**config.mk**
```make
export PLATFORM = sky130hd
export DESIGN_NAME = axi_rd_arbiter_flat
export DESIGN_NICKNAME = d
export VERILOG_FILES = /design/src/rtl/axi_rd_arbiter_if.sv /design/src/rtl/axi_rd_arbiter.sv /design/src/flat_wrapper.sv
export SDC_FILE = /design/constraint.sdc
export NUM_CORES = 1
export LEC_CHECK = 0
export ABC_AREA = 1
export BUFFER_PORTS_ARGS = -buffer_cell sky130_fd_sc_hd__buf_2
export CORE_AREA = 2 2 136 138
export DETAILED_ROUTE_END_ITERATION = 10
export DIE_AREA = 0 0 138 140
export PLACE_DENSITY = 0.41
export SYNTH_ARGS = -nofsm -noshare
export SYNTH_HDL_FRONTEND = slang
export SYNTH_SLANG_ARGS = --single-unit
```
**constraint.sdc**
```tcl
create_clock -name clk -period 2.7 [get_ports clk]
set_clock_uncertainty 0.15 [all_clocks]
set_input_delay 0.135 -clock clk [delete_from_list [all_inputs] [get_ports clk]]
set_output_delay 0.135 -clock clk [all_outputs]
set_load 0.005 [all_outputs]
```
**src/rtl/axi_rd_arbiter_if.sv**
```systemverilog
// ---------------------------------------------------------------------------
// axi_rd_if -- AXI read-only channel bundle (AR + R) used by axi_rd_arbiter.
//
// One instance carries one AR/R channel pair.
//
// Parameters
//   ADDR_W : width of araddr
//   DATA_W : width of rdata
//
// Modports
//   master : the side that issues AR requests and consumes R beats
//            (drives ar*, rready; observes arready, r*)
//   slave  : the side that accepts AR requests and produces R beats
//            (drives arready, r*; observes ar*, rready)
// ---------------------------------------------------------------------------
interface axi_rd_if #(
    parameter int ADDR_W = 32,
    parameter int DATA_W = 64
);
    logic [ADDR_W-1:0] araddr;
    logic              arvalid;
    logic [1:0]        arburst;
    logic [7:0]        arlen;
    logic [2:0]        arsize;
    logic              arready;

    logic [DATA_W-1:0] rdata;
    logic [1:0]        rresp;
    logic              rvalid;
    logic              rlast;
    logic              rready;

    modport master (
        output araddr, arvalid, arburst, arlen, arsize, rready,
        input  arready, rdata, rresp, rvalid, rlast
    );

    modport slave (
        input  araddr, arvalid, arburst, arlen, arsize, rready,
        output arready, rdata, rresp, rvalid, rlast
    );
endinterface

```
**src/rtl/axi_rd_arbiter.sv**
```systemverilog
// ---------------------------------------------------------------------------
// axi_rd_arbiter -- two-master to one-slave AXI read arbiter.
//
// Master 0 is the fetch cache, master 1 is the data cache. Exactly one read
// transaction is in flight at a time: a winner is latched in IDLE, its AR is
// forwarded in ADDR, and its R beats are forwarded in DATA until the slave
// signals rlast. The burst end is taken purely from rlast (no beat counting),
// and an error rresp does not terminate the burst.
//
// Ports
//   clk   : clock, rising edge
//   rst   : synchronous active-high reset
//   m0    : axi_rd_if.slave  -- fetch-cache master channel
//   m1    : axi_rd_if.slave  -- data-cache master channel
//   s     : axi_rd_if.master -- memory slave channel
//   busy  : high in any state other than IDLE
//   owner : index of the current or last granted master
//
// Configuration
//   AXI_RD_ARB_FIXED_PRIO_EN : when defined, master 1 always wins a
//   simultaneous request (no round-robin). Ports and latency are unchanged.
//
// State table
//   state | meaning
//   IDLE  | no transaction; arbitrate pending arvalids, latch winner
//   ADDR  | owner's AR forwarded to slave, waiting for s.arready
//   DATA  | owner's R beats forwarded, waiting for rvalid & rready & rlast
// ---------------------------------------------------------------------------
module axi_rd_arbiter #(
    parameter int ADDR_W = 32,
    parameter int DATA_W = 64
) (
    input  logic     clk,
    input  logic     rst,
    axi_rd_if.slave  m0,
    axi_rd_if.slave  m1,
    axi_rd_if.master s,
    output logic     busy,
    output logic     owner
);

    typedef enum logic [1:0] {
        ST_IDLE = 2'd0,
        ST_ADDR = 2'd1,
        ST_DATA = 2'd2
    } state_t;

    state_t state_q, state_d;
    logic   owner_q, owner_d;

    logic              req0, req1;
    logic              winner;
    logic [ADDR_W-1:0] sel_araddr;
    logic              sel_arvalid;
    logic [1:0]        sel_arburst;
    logic [7:0]        sel_arlen;
    logic [2:0]        sel_arsize;
    logic              sel_rready;
    logic [DATA_W-1:0] rdata_bc;

    // ------------------------------------------------------------------
    // State and owner registers
    // ------------------------------------------------------------------
    always_ff @(posedge clk) begin
        if (rst) begin
            state_q <= ST_IDLE;
            owner_q <= 1'b0;
        end else begin
            state_q <= state_d;
            owner_q <= owner_d;
        end
    end

    // ------------------------------------------------------------------
    // Arbitration
    // ------------------------------------------------------------------
    assign req0 = m0.arvalid;
    assign req1 = m1.arvalid;

`ifdef AXI_RD_ARB_FIXED_PRIO_EN
    // Data cache always wins; fetch cache only gets the bus when m1 is quiet.
    assign winner = req1;
`else
    // owner_q doubles as the round-robin pointer: it holds the last granted
    // master, and a tie goes to the other one. Reset leaves it at 0, so
    // master 1 wins the first tie.
    always_comb begin
        winner = req1;
        if (req0 && req1) begin
            winner = ~owner_q;
        end
    end
`endif

    // ------------------------------------------------------------------
    // Owner-side channel selection
    // ------------------------------------------------------------------
    always_comb begin
        if (owner_q) begin
            sel_araddr  = m1.araddr;
            sel_arvalid = m1.arvalid;
            sel_arburst = m1.arburst;
            sel_arlen   = m1.arlen;
            sel_arsize  = m1.arsize;
            sel_rready  = m1.rready;
        end else begin
            sel_araddr  = m0.araddr;
            sel_arvalid = m0.arvalid;
            sel_arburst = m0.arburst;
            sel_arlen   = m0.arlen;
            sel_arsize  = m0.arsize;
            sel_rready  = m0.rready;
        end
    end

    // Data/resp/last go to both masters; only rvalid is steered.
    assign rdata_bc = s.rdata;
    assign m0.rdata = rdata_bc;
    assign m1.rdata = rdata_bc;
    assign m0.rresp = s.rresp;
    assign m1.rresp = s.rresp;
    assign m0.rlast = s.rlast;
    assign m1.rlast = s.rlast;

    // ------------------------------------------------------------------
    // Next state and handshake outputs
    // ------------------------------------------------------------------
    always_comb begin
        state_d    = state_q;
        owner_d    = owner_q;

        s.araddr   = '0;
        s.arvalid  = 1'b0;
        s.arburst  = 2'b00;
        s.arlen    = 8'd0;
        s.arsize   = 3'd0;
        s.rready   = 1'b0;
        m0.arready = 1'b0;
        m1.arready = 1'b0;
        m0.rvalid  = 1'b0;
        m1.rvalid  = 1'b0;

        case (state_q)
            ST_IDLE: begin
                if (req0 || req1) begin
                    owner_d = winner;
                    state_d = ST_ADDR;
                end
            end

            ST_ADDR: begin
                s.araddr  = sel_araddr;
                s.arvalid = sel_arvalid;
                s.arburst = sel_arburst;
                s.arlen   = sel_arlen;
                s.arsize  = sel_arsize;
                if (owner_q) begin
                    m1.arready = s.arready;
                end else begin
                    m0.arready = s.arready;
                end
                if (sel_arvalid && s.arready) begin
                    state_d = ST_DATA;
                end else if (!sel_arvalid) begin
                    // Owner withdrew its request before acceptance.
                    state_d = ST_IDLE;
                end
            end

            ST_DATA: begin
                s.rready = sel_rready;
                if (owner_q) begin
                    m1.rvalid = s.rvalid;
                end else begin
                    m0.rvalid = s.rvalid;
                end
                // rresp is ignored here: an error beat does not end the burst.
                if (s.rvalid && sel_rready && s.rlast) begin
                    state_d = ST_IDLE;
                end
            end

            default: begin
                state_d = ST_IDLE;
            end
        endcase

        // Reset silences every handshake in the very cycle it is sampled,
        // so an abandoned burst never leaks a beat or an accept.
        if (rst) begin
            s.arvalid  = 1'b0;
            s.rready   = 1'b0;
            m0.arready = 1'b0;
            m1.arready = 1'b0;
            m0.rvalid  = 1'b0;
            m1.rvalid  = 1'b0;
        end
    end

    assign busy  = (state_q != ST_IDLE) && !rst;
    assign owner = rst ? 1'b0 : owner_q;

endmodule

```
**src/flat_wrapper.sv**
```systemverilog
// flat-port wrapper written by rule: the top's interface ports become plain ports
module axi_rd_arbiter_flat 
#(
    parameter int ADDR_W = 32,
    parameter int DATA_W = 64
)
  (clk, rst, busy, owner, m0_araddr, m0_arvalid, m0_arburst, m0_arlen, m0_arsize, m0_rready, m0_arready, m0_rdata, m0_rresp, m0_rvalid, m0_rlast, m1_araddr, m1_arvalid, m1_arburst, m1_arlen, m1_arsize, m1_rready, m1_arready, m1_rdata, m1_rresp, m1_rvalid, m1_rlast, s_araddr, s_arvalid, s_arburst, s_arlen, s_arsize, s_rready, s_arready, s_rdata, s_rresp, s_rvalid, s_rlast);
  axi_rd_if #(.ADDR_W(ADDR_W), .DATA_W(DATA_W)) m0_i ();
  axi_rd_if #(.ADDR_W(ADDR_W), .DATA_W(DATA_W)) m1_i ();
  axi_rd_if #(.ADDR_W(ADDR_W), .DATA_W(DATA_W)) s_i ();
  input  logic clk;
  input  logic rst;
  output logic busy;
  output logic owner;
  input wire logic [$bits(m0_i.araddr)-1:0] m0_araddr;
  input wire logic [$bits(m0_i.arvalid)-1:0] m0_arvalid;
  input wire logic [$bits(m0_i.arburst)-1:0] m0_arburst;
  input wire logic [$bits(m0_i.arlen)-1:0] m0_arlen;
  input wire logic [$bits(m0_i.arsize)-1:0] m0_arsize;
  input wire logic [$bits(m0_i.rready)-1:0] m0_rready;
  output wire logic [$bits(m0_i.arready)-1:0] m0_arready;
  output wire logic [$bits(m0_i.rdata)-1:0] m0_rdata;
  output wire logic [$bits(m0_i.rresp)-1:0] m0_rresp;
  output wire logic [$bits(m0_i.rvalid)-1:0] m0_rvalid;
  output wire logic [$bits(m0_i.rlast)-1:0] m0_rlast;
  input wire logic [$bits(m1_i.araddr)-1:0] m1_araddr;
  input wire logic [$bits(m1_i.arvalid)-1:0] m1_arvalid;
  input wire logic [$bits(m1_i.arburst)-1:0] m1_arburst;
  input wire logic [$bits(m1_i.arlen)-1:0] m1_arlen;
  input wire logic [$bits(m1_i.arsize)-1:0] m1_arsize;
  input wire logic [$bits(m1_i.rready)-1:0] m1_rready;
  output wire logic [$bits(m1_i.arready)-1:0] m1_arready;
  output wire logic [$bits(m1_i.rdata)-1:0] m1_rdata;
  output wire logic [$bits(m1_i.rresp)-1:0] m1_rresp;
  output wire logic [$bits(m1_i.rvalid)-1:0] m1_rvalid;
  output wire logic [$bits(m1_i.rlast)-1:0] m1_rlast;
  output wire logic [$bits(s_i.araddr)-1:0] s_araddr;
  output wire logic [$bits(s_i.arvalid)-1:0] s_arvalid;
  output wire logic [$bits(s_i.arburst)-1:0] s_arburst;
  output wire logic [$bits(s_i.arlen)-1:0] s_arlen;
  output wire logic [$bits(s_i.arsize)-1:0] s_arsize;
  output wire logic [$bits(s_i.rready)-1:0] s_rready;
  input wire logic [$bits(s_i.arready)-1:0] s_arready;
  input wire logic [$bits(s_i.rdata)-1:0] s_rdata;
  input wire logic [$bits(s_i.rresp)-1:0] s_rresp;
  input wire logic [$bits(s_i.rvalid)-1:0] s_rvalid;
  input wire logic [$bits(s_i.rlast)-1:0] s_rlast;
  assign m0_i.araddr = m0_araddr;
  assign m0_i.arvalid = m0_arvalid;
  assign m0_i.arburst = m0_arburst;
  assign m0_i.arlen = m0_arlen;
  assign m0_i.arsize = m0_arsize;
  assign m0_i.rready = m0_rready;
  assign m0_arready = m0_i.arready;
  assign m0_rdata = m0_i.rdata;
  assign m0_rresp = m0_i.rresp;
  assign m0_rvalid = m0_i.rvalid;
  assign m0_rlast = m0_i.rlast;
  assign m1_i.araddr = m1_araddr;
  assign m1_i.arvalid = m1_arvalid;
  assign m1_i.arburst = m1_arburst;
  assign m1_i.arlen = m1_arlen;
  assign m1_i.arsize = m1_arsize;
  assign m1_i.rready = m1_rready;
  assign m1_arready = m1_i.arready;
  assign m1_rdata = m1_i.rdata;
  assign m1_rresp = m1_i.rresp;
  assign m1_rvalid = m1_i.rvalid;
  assign m1_rlast = m1_i.rlast;
  assign s_araddr = s_i.araddr;
  assign s_arvalid = s_i.arvalid;
  assign s_arburst = s_i.arburst;
  assign s_arlen = s_i.arlen;
  assign s_arsize = s_i.arsize;
  assign s_rready = s_i.rready;
  assign s_i.arready = s_arready;
  assign s_i.rdata = s_rdata;
  assign s_i.rresp = s_rresp;
  assign s_i.rvalid = s_rvalid;
  assign s_i.rlast = s_rlast;
  axi_rd_arbiter #(.ADDR_W(ADDR_W), .DATA_W(DATA_W)) u_core (.clk(clk), .rst(rst), .m0(m0_i), .m1(m1_i), .s(s_i), .busy(busy), .owner(owner));
endmodule
```
==> results of run 1 <==
==> cell families (layout without fill, tap and decap cells) <==
group,after synthesis,in the layout,share of synthesized area [%]
buf+inv,157,167,57.0
simple gates,118,118,22.6
compound gates,49,49,17.5
flops,3,3,2.93
==> layout make-up <==
cell class              instances  area [um2]
clock buffers                   4        78.8
repair buffers                156         813
inverters                       7        26.3
fillers                      2118       15700
multi-input cells             167         821
flip-flops and latches          3        61.3
well taps                     229         287
==> power by group <==
group / total [W] / leakage (nW) / internal [W] / switching [W]
sequential: 0.0000518 / 0.0251 / 0.0000491 / 0.00000273
combinational: 0.000378 / 1.05 / 0.000159 / 0.000219
clock: 0.000236 / 0.0382 / 0.000195 / 0.0000415
total: 0.000666 / 1.11 / 0.000403 / 0.000263
==> worst max-delay path: cells and delay by family, from the launching register on <==
kind / cells / cell delay, ns
AND/OR/NAND/NOR: 2 / 0.62
flip-flops: 1 / 0.31
buffers and inverters: 2 / 0.45
==> registers in the layout (all words and copies together), names as in the netlist <==
name            count
u_core.owner_q      1
u_core.state_q      2
==> layout by cell type (no fill, tap or decap), drive strengths merged <==
cell    Yosys  routed
nor2        6       6
inv         7       7
dfxtp       3       3
nand2     105     105
nor3        2       2
clkbuf      2       4
nor4        2       2
or2         1       1
buf       148     156
nand3       2       2
a21oi      47      47
o21ai       2       2
==> routing by layer <==
| metal | GRT usage, % | part of all wire, % | vias to the layer above |
|---|---|---|---|
| met4 | 6.12 | 8.0 | 0 |
| li1 | - | - | 902 |
| met3 | 2.67 | 13 | 65 |
| met2 | 11.3 | 43 | 153 |
| met1 | 7.35 | 36 | 759 |
| met5 | 0 | 0 | - |
==> worst paths after layout <==
path | from | endpoint | slack (ns) | cells after the start
worst min-delay path | rst | u_core.state_q[1] | 0.04 | 2
worst min register to register | u_core.state_q[0] | u_core.owner_q | 0.44 | 3
worst max-delay path | u_core.owner_q | m0_arready | 0.80 | 4
worst max register to register | u_core.owner_q | u_core.state_q[1] | 1.27 | 5
==> through the flow <==
step | total power, W | hold WS [ns] | setup WS (ns) | cell area, um2
CTS | 0.000682 | 0.0415 | 0.743 | 2090
detailed placement | 0.000441 | 0.120 | 0.983 | 2010
global placement | 0.000441 | 0.120 | 0.981 | 2010
finish | 0.000666 | 0.0404 | 0.801 | 2090
global route | 0.000734 | 0.0674 | 0.661 | 2090
floorplan | 0.000435 | 0.132 | 1.53 | 2050
==> impl_metrics.tcl, run 1 <==
set metrics [dict create \
    outcome "finished clean" \
    dr.pass1.iters 4 \
    maxSlewHeadroom_pct 63.6 \
    area_delta_synth_final_pct 1.96 \
    grt_first_pass_wirelength_um 11000 \
    synth_cell_types 17 \
    fin_crit_sh_pct 70.3 \
    ctsHoldBuffers 0 \
    hp-class "in -> reg" \
    worstSkewPairLatency_ns 0.22 \
    yosysTopAreaCell "buf_4" \
    antenna_found_initial 0 \
    cp_cell_sequence "buf_4 -> or2_2 -> nor3_1 -> buf_2" \
    cts_resized 0 \
    h-tree-depth 1 \
    final_util_pct 11.7 \
    cts_tree "built" \
    drv_cap 0 \
    arrival_ns 1.61 \
    stdcell_count 566 \
    synthTopCellsByCount "buf_4 (136), nand2_1 (105), a21oi_2 (30)" \
    ir_worst_vdd_mv 0.256 \
    final_layout_size_suffix_gt1_share_pct 57.9 \
    yosysSeqAreaShare_pct 2.93 \
    drt-initial-drc-count 46 \
    cp-start-kind "register" \
    worstMarginPinSlew_ns 0.545 \
    grt_pass1_vias 2051 \
    yosys.area.top_type_share_pct 49.9 \
    start_util_pct 11.5 \
    dieArea_mm2 0.0193 \
    ioPinCount 352 \
    cpMaxStageDelayCell "or2_2" \
    critPathMaxStageDelay_ns 0.38 \
    clockBufferDepth 2 \
    tns_ns 0 \
    clock-root-buffer "clkbuf_16" \
    yosysWarnings 0 \
    die_x_um 138 \
    setup_violations 0 \
    async_flop_share_pct 0 \
    core_area_mm2 0.0178 \
    worstPathMaxFanout 48 \
    yosysMostFrequentCell "buf_4" \
    io_buffers 153 \
    die_h_um 140 \
    synth_ff_type "dfxtp_1" \
    nets 503 \
    wl_per_cell_um 12.5 \
    clkSinkCount 3 \
    synthTopCellsByArea "buf_4 (50%), nand2_1 (19%), a21oi_2 (13%)" \
    syn-num-nets 492 \
    vias 1879 \
    cts.clk_slew.worst_paths_ns 0.03 \
    globalRouteTotalUtil_pct 7.09 \
    syn_inst 327 \
    gp_congestion 0.659 \
    avgSynthCellArea_um2 6.26 \
    cp.required_ns 2.41 \
    rsz0062_at_grt "false" \
    drt_wl_total_um 7050 \
    postCtsSetupBuffers 0 \
    critical_path_class "reg -> out" \
    hold_viol_final 0 \
    drc_errors 0 \
    synth_seq_cells 3 \
    fin_crit_ns 1.90 \
    grt_max_degree 49 \
    worst_setup_path_end_kind "output port" \
    synth_area_mm2 0.00205 \
    synth_edf_count 0 \
    dp.cells 562 \
    p_leak_nw 1.11 \
    place_hpwl_um 5470 \
    rows 49 \
    cts_buffers 3 \
    viasPerCell 3.32 \
    slew_violations 0 \
    pwr_density_cell_mw_per_mm2 319 \
    grt_overflow 0 \
    max_freq_mhz 527 \
    ant_nets 0 \
    diodes 0 \
]
Power figures use the tool's default switching activity.
==> run 2, diff against run 1 <==
--- a/config.mk
+++ b/config.mk
@@ -5,12 +5,12 @@
 export SDC_FILE = /design/constraint.sdc
 export NUM_CORES = 1
 export LEC_CHECK = 0
-export ABC_AREA = 1
+export ABC_AREA = 0
 export BUFFER_PORTS_ARGS = -buffer_cell sky130_fd_sc_hd__buf_2
-export CORE_AREA = 2 2 136 138
+export CORE_AREA = 2 2 135 137
 export DETAILED_ROUTE_END_ITERATION = 10
-export DIE_AREA = 0 0 138 140
-export PLACE_DENSITY = 0.41
+export DIE_AREA = 0 0 137 139
+export PLACE_DENSITY = 0.42
 export SYNTH_ARGS = -nofsm -noshare
 export SYNTH_HDL_FRONTEND = slang
 export SYNTH_SLANG_ARGS = --single-unit
==> constraint.sdc (replaced) <==
create_clock -name clk -period 1.6 [get_ports clk]
set_clock_uncertainty 0.15 [all_clocks]
set_input_delay 0.08 -clock clk [delete_from_list [all_inputs] [get_ports clk]]
set_output_delay 0.08 -clock clk [all_outputs]
set_load 0.005 [all_outputs]
==> run 2 against run 1 <==
- first-iteration DRC count down 50%
- synthesized cell count down 20%
- clock power up 68%
- power up 62%
- clock-buffer cell count unchanged
- sequential share of layout area up 0.14 points
- critical endpoint is now s_araddr[10]
- largest cell class is now buffers
- highest routed layer unchanged
==> impl_metrics.tcl, run 2 <==
set metrics [dict create \
    outcome "finished clean" \
    synth_seq_cells 3 \
    grt_max_degree 31 \
    die_h_um 139 \
    wl_per_cell_um 12.1 \
    reg2reg_depth 3 \
    stdcell_count 511 \
    largest_reg_flops 2 \
    synth_top_family_by_area "buffers and inverters" \
    critical_path_class "reg -> out" \
    worst_setup_path_end_kind "output port" \
    synth_adder_area_share_pct 0 \
    clockBufferDepth 2 \
    die_x_um 137 \
    yosysSeqAreaShare_pct 3.13 \
    ir_worst_vdd_mv 0.258 \
    synth_cell_types 20 \
    cts_buffers 3 \
    yosysWarnings 0 \
    cts_tree "built" \
    p_clk_share_pct 36.6 \
    synth_ff_type "dfxtp_1" \
    yosysTopAreaCell "buf_4" \
    reg_top3 "u_core.state_q: 2 flops, u_core.owner_q: 1 flops" \
    fin_crit_ns 1.52 \
    combPwrFrac_pct 54.1 \
    dp_slack_ns 0.242 \
    diodes 0 \
    worst-r2r-setup-slack_ns 0.37 \
    grt_overflow 0 \
    drc_errors 0 \
    rows 49 \
    max_freq_mhz 658 \
    slew_violations 0 \
    internal_power_w 0.000728 \
    worstMarginPinSlew_ns 0.264 \
    cp-start-kind "register" \
    power_frac_seq_pct 9.2 \
    viasPerCell 3.07 \
    place_area_mm2 0.00196 \
    maxSlewHeadroom_pct 81.9 \
    grt_pass1_vias 1479 \
    syn-num-nets 428 \
    arrival_ns 1.29 \
    layout_common_cells "buf_2 (153), nor2_1 (49), mux2i_1 (47)" \
    async_flop_share_pct 0 \
    r2r_start "u_core.owner_q" \
    syn_inst 263 \
    antenna_found_initial 0 \
    min_to "m0_rdata[5]" \
    dr.pass1.iters 4 \
    cts.clk_slew.worst_paths_ns 0.03 \
    dieArea_mm2 0.0190 \
    yosysMostFrequentCell "buf_4" \
    setup_violations 0 \
    h-tree-depth 1 \
    vias 1569 \
    io_buffers 153 \
    post_synth_and_or_nand_nor_area_fraction_pct 13.4 \
    final_layout_size_suffix_gt1_share_pct 58.5 \
    hp-class "in -> out" \
    drt_wl_total_um 6200 \
    avgSynthCellArea_um2 7.30 \
    synth-compound-area-share_pct 1.82 \
    synth_xor_area_share_pct 0 \
    final_common_cell "buf_2" \
    p_leak_nw 1.07 \
    hold_viol_final 0 \
    pwr_density_cell_mw_per_mm2 520 \
    start_util_pct 10.9 \
    worstPathMaxFanout 20 \
    clock-root-buffer "clkbuf_16" \
    cp.required_ns 1.37 \
    grt_first_pass_wirelength_um 8330 \
    synth_edf_count 0 \
    r2r-end "u_core.state_q[0]" \
    nets 448 \
    core_area_mm2 0.0177 \
    area_delta_synth_final_pct 8.08 \
    synthTopCellsByCount "buf_4 (143), nor2_1 (50), mux2i_1 (47)" \
    rsz0062_at_grt "false" \
    fin_ws_ns 0.0796 \
    switchingPower_w 0.000352 \
    clkSinkCount 3 \
    yosys.area.top_type_share_pct 55.9 \
    place_hpwl_um 5420 \
    fin_crit_sh_pct 95.0 \
    ant_nets 0 \
    drt-initial-drc-count 23 \
    synth_area_mm2 0.00192 \
    gp_congestion 0.694 \
    holdPathStages 0 \
    regMostFlops "u_core.state_q" \
    ioPinCount 352 \
    synth.area.mux_share_pct 24.5 \
    synthTopCellsByArea "buf_4 (56%), mux2i_1 (24%), nor2_1 (9.8%)" \
    p_sw_share_pct 32.6 \
    tns_ns 0 \
    drv_cap 0 \
    dp.cells 504 \
    fin_area_mm2 0.00208 \
    final_util_pct 11.8 \
    hp-start "s_rdata[5]" \
    globalRouteTotalUtil_pct 5.88 \
    worstSkewPairLatency_ns 0.22 \
]
==> run 2: worst max path at each step <==
stage | start | endpoint | depth (start not counted)
2_1_floorplan | u_core.owner_q | u_core.state_q[0] | 4
3_3_place_gp | u_core.state_q[1] | s_araddr[20] | 4
3_5_place_dp | u_core.state_q[1] | s_araddr[20] | 4
4_1_cts | u_core.state_q[1] | s_araddr[20] | 4
5_1_grt | u_core.state_q[1] | s_araddr[27] | 4
6_report | u_core.owner_q | s_araddr[10] | 4
==> run 2: cells by family (layout without fill, tap and decap cells) <==
family | after synthesis | in the layout
mux | 47 | 47
simple gates | 61 | 61
flops | 3 | 3
buf+inv | 147 | 166
compound gates | 5 | 5
==> run 2: power by group through the flow <==
stage	clock (W)	combinational (W)	sequential [W]
floorplan	0	0.000586	0.0000876
detailed placement	0	0.000588	0.000101
CTS	0.000402	0.000597	0.0000992
global placement	0	0.000589	0.000100
finish	0.000396	0.000585	0.0000996
global route	0.000412	0.000655	0.000102
==> run 2: area by class of cell <==
class / instances / area, um2
Fill cell: 2076 / 15600
Timing Repair Buffer: 161 / 875
Multi-Input combinational cell: 113 / 768
Tap cell: 229 / 287
Clock buffer: 4 / 78.8
Sequential cell: 3 / 63.8
Inverter: 1 / 3.75
==> run 2: repair_timing <==
action | in CTS | in global routing
hold buffers | 3 | 0
endpoints found under the setup margin | 0 | 5
resized for setup | 0 | 2
hold endpoints to repair | 2 | 0
setup buffers | 0 | 0
==> run 2: per-stage QoR <==
stage               hold slack [ns]  total power [W]
finish                       0.0100          0.00108
global placement             0.0101         0.000689
detailed placement           0.0101         0.000689
CTS                          0.0101          0.00110
floorplan                    0.0461         0.000674
global route                 0.0100          0.00117
==> run 2: critical path: stages, from the launching register on <==
cell and delay (ns):
dfxtp_4 0.43, buf_12 0.20, mux2i_1 0.24, nor2_1 0.06, buf_2 0.12
==> run 2: layer usage <==
| metal | vias to the layer above | global-route usage [%] | wire length (um) |
|---|---|---|---|
| li1 | 744 | - | - |
| met1 | 650 | 5.36 | 1970 |
| met4 | 0 | 4.40 | 401 |
| met5 | - | 0 | 0 |
| met3 | 53 | 2.63 | 897 |
| met2 | 122 | 10.1 | 2930 |
